--- src/rtl/gray_btn_counter_ctrl.sv ---
// gray_btn_counter_ctrl: debounced push-button sequencer for an N-bit Gray/binary counter
module gray_btn_counter_ctrl #(
  parameter int WIDTH = 4,
  parameter int DEBOUNCE_CYCLES = 4,
  parameter int AUTO_DIV = 8
) (
  input  logic             clk,
  input  logic             rst,
  input  logic             btn_up,
  input  logic             btn_down,
  input  logic             btn_clr,
  input  logic             btn_auto,
  output logic [WIDTH-1:0] gray_out,
  output logic [WIDTH-1:0] bin_out,
  output logic             auto_mode,
  output logic             step_pulse,
  output logic             wrap
);
  localparam int CW = $clog2(DEBOUNCE_CYCLES + 1);
  localparam int PW = $clog2(AUTO_DIV);
  localparam logic [CW-1:0] DB_TC = CW'(DEBOUNCE_CYCLES - 1);
  localparam logic [PW-1:0] PRE_TC = PW'(AUTO_DIV - 1);
  typedef enum logic {MANUAL, AUTO} state_t;
  state_t state, state_nxt;
  logic [3:0] raw, lvl, hist, rise;
  logic [CW-1:0] cnt [4];
  logic [PW-1:0] pre, pre_nxt;
  logic [WIDTH-1:0] bin_nxt;
  logic step_nxt, wrap_nxt;
  // bit order doubles as priority order: clr, up, down, auto
  assign raw = {btn_auto, btn_down, btn_up, btn_clr};
  assign rise = lvl & ~hist;
  assign auto_mode = (state == AUTO);
  // debounce each button independently and keep one cycle of level history for edge detection
  always_ff @(posedge clk) begin
    if (rst) begin
      lvl <= '0;
      hist <= '0;
      for (int k = 0; k < 4; k++) cnt[k] <= '0;
    end else begin
      hist <= lvl;
      for (int k = 0; k < 4; k++) begin
        if (raw[k] == lvl[k]) cnt[k] <= '0;
        else if (cnt[k] == DB_TC) begin
          lvl[k] <= ~lvl[k];
          cnt[k] <= '0;
        end else cnt[k] <= cnt[k] + CW'(1);
      end
    end
  end
  // fixed-priority arbitration, mode transitions and prescaler; manual requests preempt an auto tick
  always_comb begin
    state_nxt = state;
    bin_nxt = bin_out;
    pre_nxt = pre;
    step_nxt = 1'b0;
    wrap_nxt = 1'b0;
    if (rise[0]) begin
      bin_nxt = '0;
      step_nxt = |bin_out;
      state_nxt = MANUAL;
      pre_nxt = '0;
    end else if (rise[1] || rise[2]) begin
      bin_nxt = rise[1] ? bin_out + WIDTH'(1) : bin_out - WIDTH'(1);
      step_nxt = 1'b1;
      wrap_nxt = rise[1] ? &bin_out : ~|bin_out;
      pre_nxt = '0;
    end else if (rise[3]) begin
      state_nxt = (state == AUTO) ? MANUAL : AUTO;
      pre_nxt = '0;
    end else if (state == AUTO) begin
      step_nxt = (pre == PRE_TC);
      bin_nxt = step_nxt ? bin_out + WIDTH'(1) : bin_out;
      wrap_nxt = step_nxt & (&bin_out);
      pre_nxt = step_nxt ? '0 : pre + PW'(1);
    end
  end
  // mode state register
  always_ff @(posedge clk) begin
    if (rst) state <= MANUAL;
    else state <= state_nxt;
  end
  // counter outputs; Gray code comes from the next binary value so both update on the same edge
  always_ff @(posedge clk) begin
    if (rst) begin
      bin_out <= '0;
      gray_out <= '0;
      pre <= '0;
      step_pulse <= 1'b0;
      wrap <= 1'b0;
    end else begin
      bin_out <= bin_nxt;
      gray_out <= bin_nxt ^ (bin_nxt >> 1);
      pre <= pre_nxt;
      step_pulse <= step_nxt;
      wrap <= wrap_nxt;
    end
  end
endmodule

--- config.mk ---
export PLATFORM = sky130hd
export DESIGN_NAME = gray_btn_counter_ctrl
export DESIGN_NICKNAME = d
export VERILOG_FILES = /design/src/rtl/gray_btn_counter_ctrl.sv
export SDC_FILE = /design/constraint.sdc
export NUM_CORES = 1
export LEC_CHECK = 0
export BUFFER_PORTS_ARGS = -buffer_cell sky130_fd_sc_hd__buf_2
export CORE_MARGIN = 8
export CORE_UTILIZATION = 43
export DETAILED_ROUTE_END_ITERATION = 7
export GPL_ROUTABILITY_DRIVEN = 0
export GPL_TIMING_DRIVEN = 1
export SYNTH_ARGS = -nofsm -noshare
export SYNTH_HDL_FRONTEND = slang
export SYNTH_SLANG_ARGS = --single-unit
--- constraint.sdc ---
create_clock -name clk -period 2.2 [get_ports clk]
set_input_delay 0.11 -clock clk [delete_from_list [all_inputs] [get_ports clk]]
set_output_delay 0.11 -clock clk [all_outputs]
set_load 0.03 [all_outputs]
Word-level counts from Yosys, hierarchy flattened
Memories as Yosys holds them, arrays and structs flattened.
Index checks and enable logic that the tools add are counted.
W data, S select, Z words.
{"block": "totals", "register_bits": 22, "ram_bits": 12, "in_bits": 6, "out_inout_bits": 11, "wordCells": 138, "mem_count": 1}
{"name": "cnt", "words": 4, "width": 3, "read_ports": 4, "rd_ports_with_merged_regs": 0, "wr": 4, "line_no": "26", "source": "logic [CW-1:0] cnt [4];"}
{"block": "op_classes", "addsub": 7, "eq_ne": 9, "muxes": 74, "n_bitwise": 25, "n_reduce_logical": 11}
{"cell": "$mux W1", "count": 55}
{"cell": "$mux W3", "count": 13}
{"cell": "$mux W4", "count": 6}
{"cell": "$add A3 B1 Y3 const B", "count": 5}
{"cell": "$eq A3 B2 Y1 const B", "count": 4}
{"cell": "$or A1 B1 Y1", "count": 12}
{"cell": "$reduce_and A2 Y1", "count": 5}
{"cell": "$not A1 Y1", "count": 9}
{"cell": "$reduce_or A4 Y1", "count": 2}
{"cell": "$add A4 B1 Y4 const B", "count": 1}
{"cell": "$and A4 B4 Y4", "count": 1}
{"cell": "$eq A1 B1 Y1", "count": 4}
{"cell": "$not A4 Y4", "count": 1}
{"cell": "$reduce_and A4 Y1", "count": 1}
{"cell": "$sub A4 B1 Y4 const B", "count": 1}
{"cell": "$xor A4 B3 Y4", "count": 1}
{"cell": "$eq A3 B3 Y1 const B", "count": 1}
{"cell": "$reduce_or A2 Y1", "count": 1}
{"cell": "$and A1 B1 Y1", "count": 1}
{"cell": "$logic_not A1 Y1", "count": 1}
{"cell": "$logic_or A1 B1 Y1", "count": 1}

Logic depth before layout (Yosys ltp)
Gate-level depths: netlist of the first run.
{"block": "depth", "depth_word": 7, "mapped_depth": 7, "mapped_depth_nobuf": 7}

Least setup slack after synthesis of the first run
No wires, ideal clock.
{"block": "synth_timing", "path_type": "register -> register", "start": "register bin_out[0]", "end": "register gray_out[1]", "setup_time_ns": 0.120, "t_arrival_ns": 1.666, "required_ns": 2.080, "slack_ns": 0.415, "path_stages_with_launch": 7, "n_path_buf": 0, "synth_period_minus_slack_ns": 1.785, "cell_sequence": "dfxtp_1 inv_1 ha_1 and4_1 a211oi_2 and3_1 nor3_2"}
{"block": "synth_between", "elab_chain_cells": 7, "word_cells_on_any_way": 9, "cone_classes": "2 x add/sub; 6 x mux; 1 x bitwise"}
{"item": "from (decl)", "line_no": "14", "source": "output logic [WIDTH-1:0] bin_out,"}
{"item": "from (signal assigned)", "line_no": "92", "source": "bin_out <= bin_nxt;"}
{"item": "$add A4 B1 Y4", "line_no": "64, 73"}
{"item": "$mux W4", "line_no": "73", "source": "bin_nxt = step_nxt ? bin_out + WIDTH'(1) : bin_out;"}
{"item": "$mux W4", "line_no": "71", "source": "end else if (state == AUTO) begin"}
{"item": "$mux W4", "line_no": "68", "source": "end else if (rise[3]) begin"}
{"item": "$mux W4 (*)", "line_no": "63", "source": "end else if (rise[1] || rise[2]) begin"}
{"item": "$mux W4 (*)", "line_no": "58", "source": "if (rise[0]) begin"}
{"item": "$xor A4 B3 Y4 (*)", "line_no": "93", "source": "gray_out <= bin_nxt ^ (bin_nxt >> 1);"}
{"item": "to (signal assigned)", "line_no": "93"}
{"item": "to (decl)", "line_no": "13", "source": "output logic [WIDTH-1:0] gray_out,"}
Every way passes the cells marked *; elsewhere a longest branch is shown, timed or not.
A chain may end at the register's enable or synchronous reset.

Worst setup path in the final report of the first run
{"block": "layout_timing", "start": "register pre[0]", "end": "register gray_out[1]"}
{"block": "layout_between", "elab_chain_cells": 7}
{"item": "from (decl)", "line_no": "27", "source": "logic [PW-1:0] pre, pre_nxt;"}
{"item": "from (signal assigned)", "line_no": "94", "source": "pre <= pre_nxt;"}
{"item": "$eq A3 B3 Y1", "line_no": "72", "source": "step_nxt = (pre == PRE_TC);"}
{"item": "$mux W4", "line_no": "73"}
{"item": "$mux W4", "line_no": "71"}
{"item": "$mux W4", "line_no": "68"}
{"item": "$mux W4", "line_no": "63"}
{"item": "$mux W4", "line_no": "58"}
{"item": "$xor A4 B3 Y4", "line_no": "93"}
No other way between the ends.

==> metrics.yaml, run 1 <==
run_status: "finished, final reports clean"
min_delay_worst_endpoint: "lvl[2]$_SDFFE_PP0N_"
drcViolationCount: 0
sequential_cell_area_sq_um: 781
postRouteAntennaNets: 0
synth-async-reset-ratio: 0
cts_hold_buf: 0
area_occupied_by_multi_input_gates_sq_um: 798
synth_edf_count: 12
io_buffer_count: 16
start_util: 0.444
finalWorstSetupSlack_ns: 0.349
ys_types: 41
setup-violations-final: 0
reg2reg_setup_slack_ns: 0.35
drt-wirelength-per-cell_microns: 11.0
post_synth_main_area_contributors: "dfxtp_1, edfxtp_1, ha_1"
synth_top_area_frac: 0.260
rr_worst_depth: 7
setup_tns_ns: 0
worst_ep_required_time_ns: 2.35
drt_iter0_drc: 70
tritoncts: "done"
number_of_buffers_inserted_during_clock_tree_synthesis: 5
synthesis.area_per_instance_sq_um: 10.5
cts_setup_buffers: 0
drt_first_pass_iters: 4
worst_hold_path.num_cells: 3
fin_worst_hold_slack_ns: 0.0957
placed_area_sq_um: 1760
mappedNetlistArea_sq_um: 1610
synthesis.instances: 153
p_leak_nw: 0.786
floorplan.core_area_sq_um: 3630
place_ws_ns: 0.358
final.period_utilization: 0.841
hold_path.startpoint: "btn_down"
clk_root_buffer_cell: "clkbuf_8"
io-pin-count: 17
diodes: 0
grt_pass1_vias: 1128
htree_num_levels: 2
achievable-frequency_ghz: 0.540
clock_path_buffers: 2
worst-path-max-fanout: 5
numClockSinks: 33
num-nets-final: 199
total_global_routing_track_utilization: 0.0936
die_height_microns: 77.3
routed_wl_mm: 2.53
clk-insertion-delay-late_ns: 0.28
num-fill-cells: 368
fin_total_pwr_mw: 1.23
finalInstanceArea_sq_um: 1840
top_library_cells_by_usage_in_the_layout_fill_and_taps_aside: "nor2_1, dfxtp_1, buf_2"
synth_warnings: 0
synth_seq_cells: 33
placement_rows: 22
r2r_start: "pre[0]$_SDFFE_PP0P_"
vias: 1107
grt_pass1_wl_mm: 4.59
crit_arrival_ns: 2.00
maximum_vdd_ir_drop_mv: 0.376
grt_antenna_before_repair: 0
min-delay-path-class: "in2reg"
final_hold_viol_count: 0
via_per_instance_ratio: 4.81
critical_path.endpoint_type: "register"
unrepaired_setup_endpoints_after_global_routing: "no"
synth_flop_cell: "dfxtp_1"
maxCapViolCount: 0
report.final.slew_viol_count: 0
area_growth_pct: 13.8
synth.yosys.seq_area_share: 0.484
post_route_cells_drive_above_1_share: 0.165
reg2reg_to: "gray_out[1]$_SDFF_PP0_"
skew_ns: 0.00689
final_common_cell: "nor2_1"
power-per-cell-area_nw_per_um2: 670
globalRouteOverflowTotal: 0
hpwl_detailed_mm: 1.97
worstSetupStartpointType: "register"
floorplan.die.width_microns: 77.3
finalWorstPathRequiredPeriod_ns: 1.85
worstSetupPathType: "reg2reg"
clk_pin_slew_ns: 0.06
grt_start_max_net_pins: 15
cts.repair.resized: 0
synth.largest_area_cell: "dfxtp_1"
die_area_sq_um: 5970
## cell usage after synthesis (all sizes together), types with 3 or more instances
cell type and count:
nor2 24, dfxtp 21, edfxtp 12, ha 12, inv 10, nor2b 8, mux2i 7, xnor2 7
nand2b 5, nand3 5, a21oi 4, buf 4, nor3 4, or3 4, a211oi 3, nand2 3
## how the worst max path moves through the flow
stage / from / endpoint / slack [ns] / cells after the start
2_1_floorplan: bin_out[0]$_SDFF_PP0_ / gray_out[1]$_SDFF_PP0_ / 0.41 / 6
3_3_place_gp: pre[0]$_SDFFE_PP0P_ / gray_out[2]$_SDFF_PP0_ / 0.37 / 7
3_5_place_dp: pre[0]$_SDFFE_PP0P_ / gray_out[2]$_SDFF_PP0_ / 0.36 / 7
4_1_cts: pre[0]$_SDFFE_PP0P_ / gray_out[0]$_SDFF_PP0_ / 0.35 / 7
5_1_grt: pre[0]$_SDFFE_PP0P_ / gray_out[2]$_SDFF_PP0_ / 0.24 / 7
6_report: pre[0]$_SDFFE_PP0P_ / gray_out[1]$_SDFF_PP0_ / 0.35 / 7
## worst max-delay path, cell delays in order, from the launching register on
cell and delay, ns:
dfxtp_1 0.32, ha_1 0.20, ha_1 0.20, and2_4 0.18
and4_1 0.21, a211oi_2 0.34, and3_1 0.23, nor3_2 0.05
## cell families after synthesis
family,share of synthesized area
compound gates,0.0659
buf+inv,0.0473
xor+xnor,0.0380
flops,0.484
other cells,0.00232
simple gates,0.217
fa+ha+maj,0.0930
mux,0.0527
## metrics by stage
step,util,std cells
after floorplan,-,164
after global placement,0.483,222
after detailed placement,0.483,222
after CTS,0.506,230
after global routing,0.506,230
final,0.506,230
## power by group
part	switching, mW	total (mW)	internal, mW
Clock	0.195	0.415	0.220
Combinational	0.0817	0.137	0.0557
Sequential	0.0165	0.679	0.663
Total	0.293	1.23	0.938
## registers in the layout (all words and copies together) (netlist names)
register	cells
auto_mode	1
bin_out	3
cnt	12
gray_out	4
hist	4
lvl	4
pre	3
step_pulse	1
wrap	1
## cell type report
cell class	instances	area share
clock buffer	7	0.0416
inverter	10	0.0204
multi-input combinational	115	0.435
sequential	33	0.425
tap	48	0.0327
clock inverter	1	0.00204
timing repair buffer	16	0.0436
## metal layers
| layer | vias to the layer above | GRT usage | share of wire |
|---|---|---|---|
| met5 | - | 0 | 0 |
| met4 | 0 | 0.0623 | 0.029 |
| met1 | 505 | 0.0959 | 0.43 |
| met2 | 26 | 0.152 | 0.47 |
| li1 | 567 | - | - |
| met3 | 9 | 0.0408 | 0.070 |
No activity file was read; power rests on OpenSTA's default activity.
==> run 2: changes to the inputs <==
ABC_AREA = 1   (was default)
clock period = 1.9 ns   (was 2.2 ns; I/O delays follow)
==> metrics.yaml, run 2 <==
worstPathBufferInverterCount: 1
postRouteAntennaNets: 0
io_buffer_count: 16
cp_slowest_stage_delay_ns: 0.47
via_per_instance_ratio: 4.72
cts_setup_buffers: 0
worstPathCellList: "inv_1 -> ha_1 -> xnor2_1 -> nand2_1 -> nand2_1 -> a21oi_2 -> nand3_1 -> a21oi_1"
maxCapViolCount: 0
vias: 1269
cts.repair.resized: 0
worstSetupPathType: "reg2reg"
synth_top_area_frac: 0.250
critical_path.endpoint_type: "register"
setup-violations-final: 0
final_common_cell: "inv_1"
path_delay_family: "flip-flops"
worst-path-max-fanout: 7
finalWorstSetupSlack_ns: 0.270
ys_types: 31
grt_start_max_net_pins: 11
top_library_cells_by_usage_in_the_layout_fill_and_taps_aside: "inv_1, nor2_1, nand2_1"
drcViolationCount: 0
synthesis.instances: 189
switching_share: 0.295
run_status: "finished, final reports clean"
synth.yosys.seq_area_share: 0.465
start_util: 0.452
clk_root_buffer_cell: "clkbuf_8"
slowest_stage: "dfxtp_1"
die_area_sq_um: 6160
internal-power_mw: 1.14
layout.cells.non_filler: 269
placedCellCount: 261
setup_tns_ns: 0
diodes: 0
comb_power_share: 0.186
floorplan.core_area_sq_um: 3720
clock_path_buffers: 2
area_growth_pct: 14.3
worstSetupStartpointType: "register"
power-per-cell-area_nw_per_um2: 840
hpwl_detailed_mm: 2.39
maximum_vdd_ir_drop_mv: 0.385
finalInstanceArea_sq_um: 1920
finalWorstPathRequiredPeriod_ns: 1.63
synth_seq_cells: 33
final_hold_viol_count: 0
power_frac_seq: 0.506
unrepaired_setup_endpoints_after_global_routing: "no"
timing.critical_path.mode_cell: "nand2_1"
post_synth_most_frequent_cells: "inv_1, nor2_1, nand2_1"
total_switching_power_uw: 476
grt_pass1_vias: 1214
crit_arrival_ns: 1.84
globalRouteOverflowTotal: 0
clk-insertion-delay-late_ns: 0.28
report.final.slew_viol_count: 0
worst_ep_required_time_ns: 2.11
synth_flop_cell: "dfxtp_1"
clk_pin_slew_ns: 0.07
synthesis.area_per_instance_sq_um: 8.89
number_of_buffers_inserted_during_clock_tree_synthesis: 5
post_route_cells_drive_above_1_share: 0.208
placement_rows: 22
p_leak_nw: 0.900
drt_first_pass_iters: 4
post_synth_main_area_contributors: "dfxtp_1, edfxtp_1, ha_1"
power_frac_clock: 0.308
place_ws_ns: 0.282
num-nets-final: 238
regMostFlops: "cnt"
die_height_microns: 78.5
numClockSinks: 33
min-delay-path-class: "in2reg"
largest_register_ff_count: 12
placed_area_sq_um: 1840
grt_pass1_wl_mm: 5.07
tritoncts: "done"
final.period_utilization: 0.858
drt_iter0_drc: 68
htree_num_levels: 2
synth.largest_area_cell: "dfxtp_1"
synth-async-reset-ratio: 0
cts_hold_buf: 0
routed_wl_mm: 3.00
achievable-frequency_ghz: 0.614
synth_warnings: 0
grt_antenna_before_repair: 0
mappedNetlistArea_sq_um: 1680
fin_total_pwr_mw: 1.61
synth_edf_count: 12
floorplan.die.width_microns: 78.5
total_global_routing_track_utilization: 0.104
drt-wirelength-per-cell_microns: 11.1
yosys.cell_count.top_type: "inv_1"
io-pin-count: 17
skew_ns: 0.00376
run 2: cell count changes after synthesis, sizes merged, moves of 4 or more:
| cell | delta |
|---|---|
| xor2 | +4 |
| o21ai | +9 |
| xnor2 | -6 |
| inv | +20 |
| nand3 | +10 |
| a21oi | +8 |
| nand2b | -5 |
| nor2b | -8 |
| nand2 | +26 |
| or3 | -4 |
| mux2i | -7 |
| nor2 | +7 |
run 2: path summary, 6_finish.rpt:
check / from / slack (ns) / cells after the start / endpoint
hold reg to reg: pre[1]$_SDFFE_PP0P_ / 0.47 / 2 / pre[1]$_SDFFE_PP0P_
setup reg to reg: bin_out[0]$_SDFF_PP0_ / 0.27 / 8 / gray_out[2]$_SDFF_PP0_
setup / recovery: bin_out[0]$_SDFF_PP0_ / 0.27 / 8 / gray_out[2]$_SDFF_PP0_
hold / removal: btn_down / 0.12 / 3 / lvl[2]$_SDFFE_PP0N_
run 2: worst register-to-register path, cell delays in order (launching register included):
cell     delay (ns)
dfxtp_1        0.47
inv_1          0.13
ha_1           0.25
xnor2_1        0.13
nand2_1        0.07
nand2_1        0.07
a21oi_2        0.14
nand3_1        0.10
a21oi_1        0.18
run 2: logic make-up (layout without fill, tap and decap cells):
kind of cell	after synthesis	in the layout	share of synthesized area
compound gates	24	24	0.0812
xor+xnor	5	5	0.0261
fa+ha+maj	12	12	0.0893
buf+inv	33	54	0.0841
flops	33	33	0.465
other cells	1	12	0.00223
simple gates	81	81	0.252
run 2: final cells by class:
cell class / instances / area (sq um)
clock buffer: 6 / 72.6
clock inverter: 2 / 10.0
fill: 375 / 1800
inverter: 30 / 118
multi-input combinational: 134 / 800
sequential: 33 / 781
tap: 48 / 60.1
timing repair buffer: 16 / 80.1
run 2: metal layers:
metal | vias up | routed length, microns | GRT usage
met5 | - | 0 | 0
met4 | 0 | 61 | 0.0500
met3 | 6 | 175 | 0.0467
met2 | 15 | 1500 | 0.175
met1 | 584 | 1260 | 0.107
li1 | 664 | - | -
run 2: power by group through the flow:
stage	Sequential, mW	Combinational (mW)	Clock, mW
floorplan	0.868	0.197	0
global placement	0.828	0.293	0
detailed placement	0.833	0.301	0
CTS	0.818	0.302	0.522
global route	0.823	0.337	0.543
finish	0.817	0.300	0.496
run 2: per-stage QoR:
step	hold slack, ns	utilization
after floorplan	0.285	-
after global placement	0.400	0.495
after detailed placement	0.413	0.495
after CTS	0.110	0.517
after global routing	0.158	0.517
final	0.125	0.517
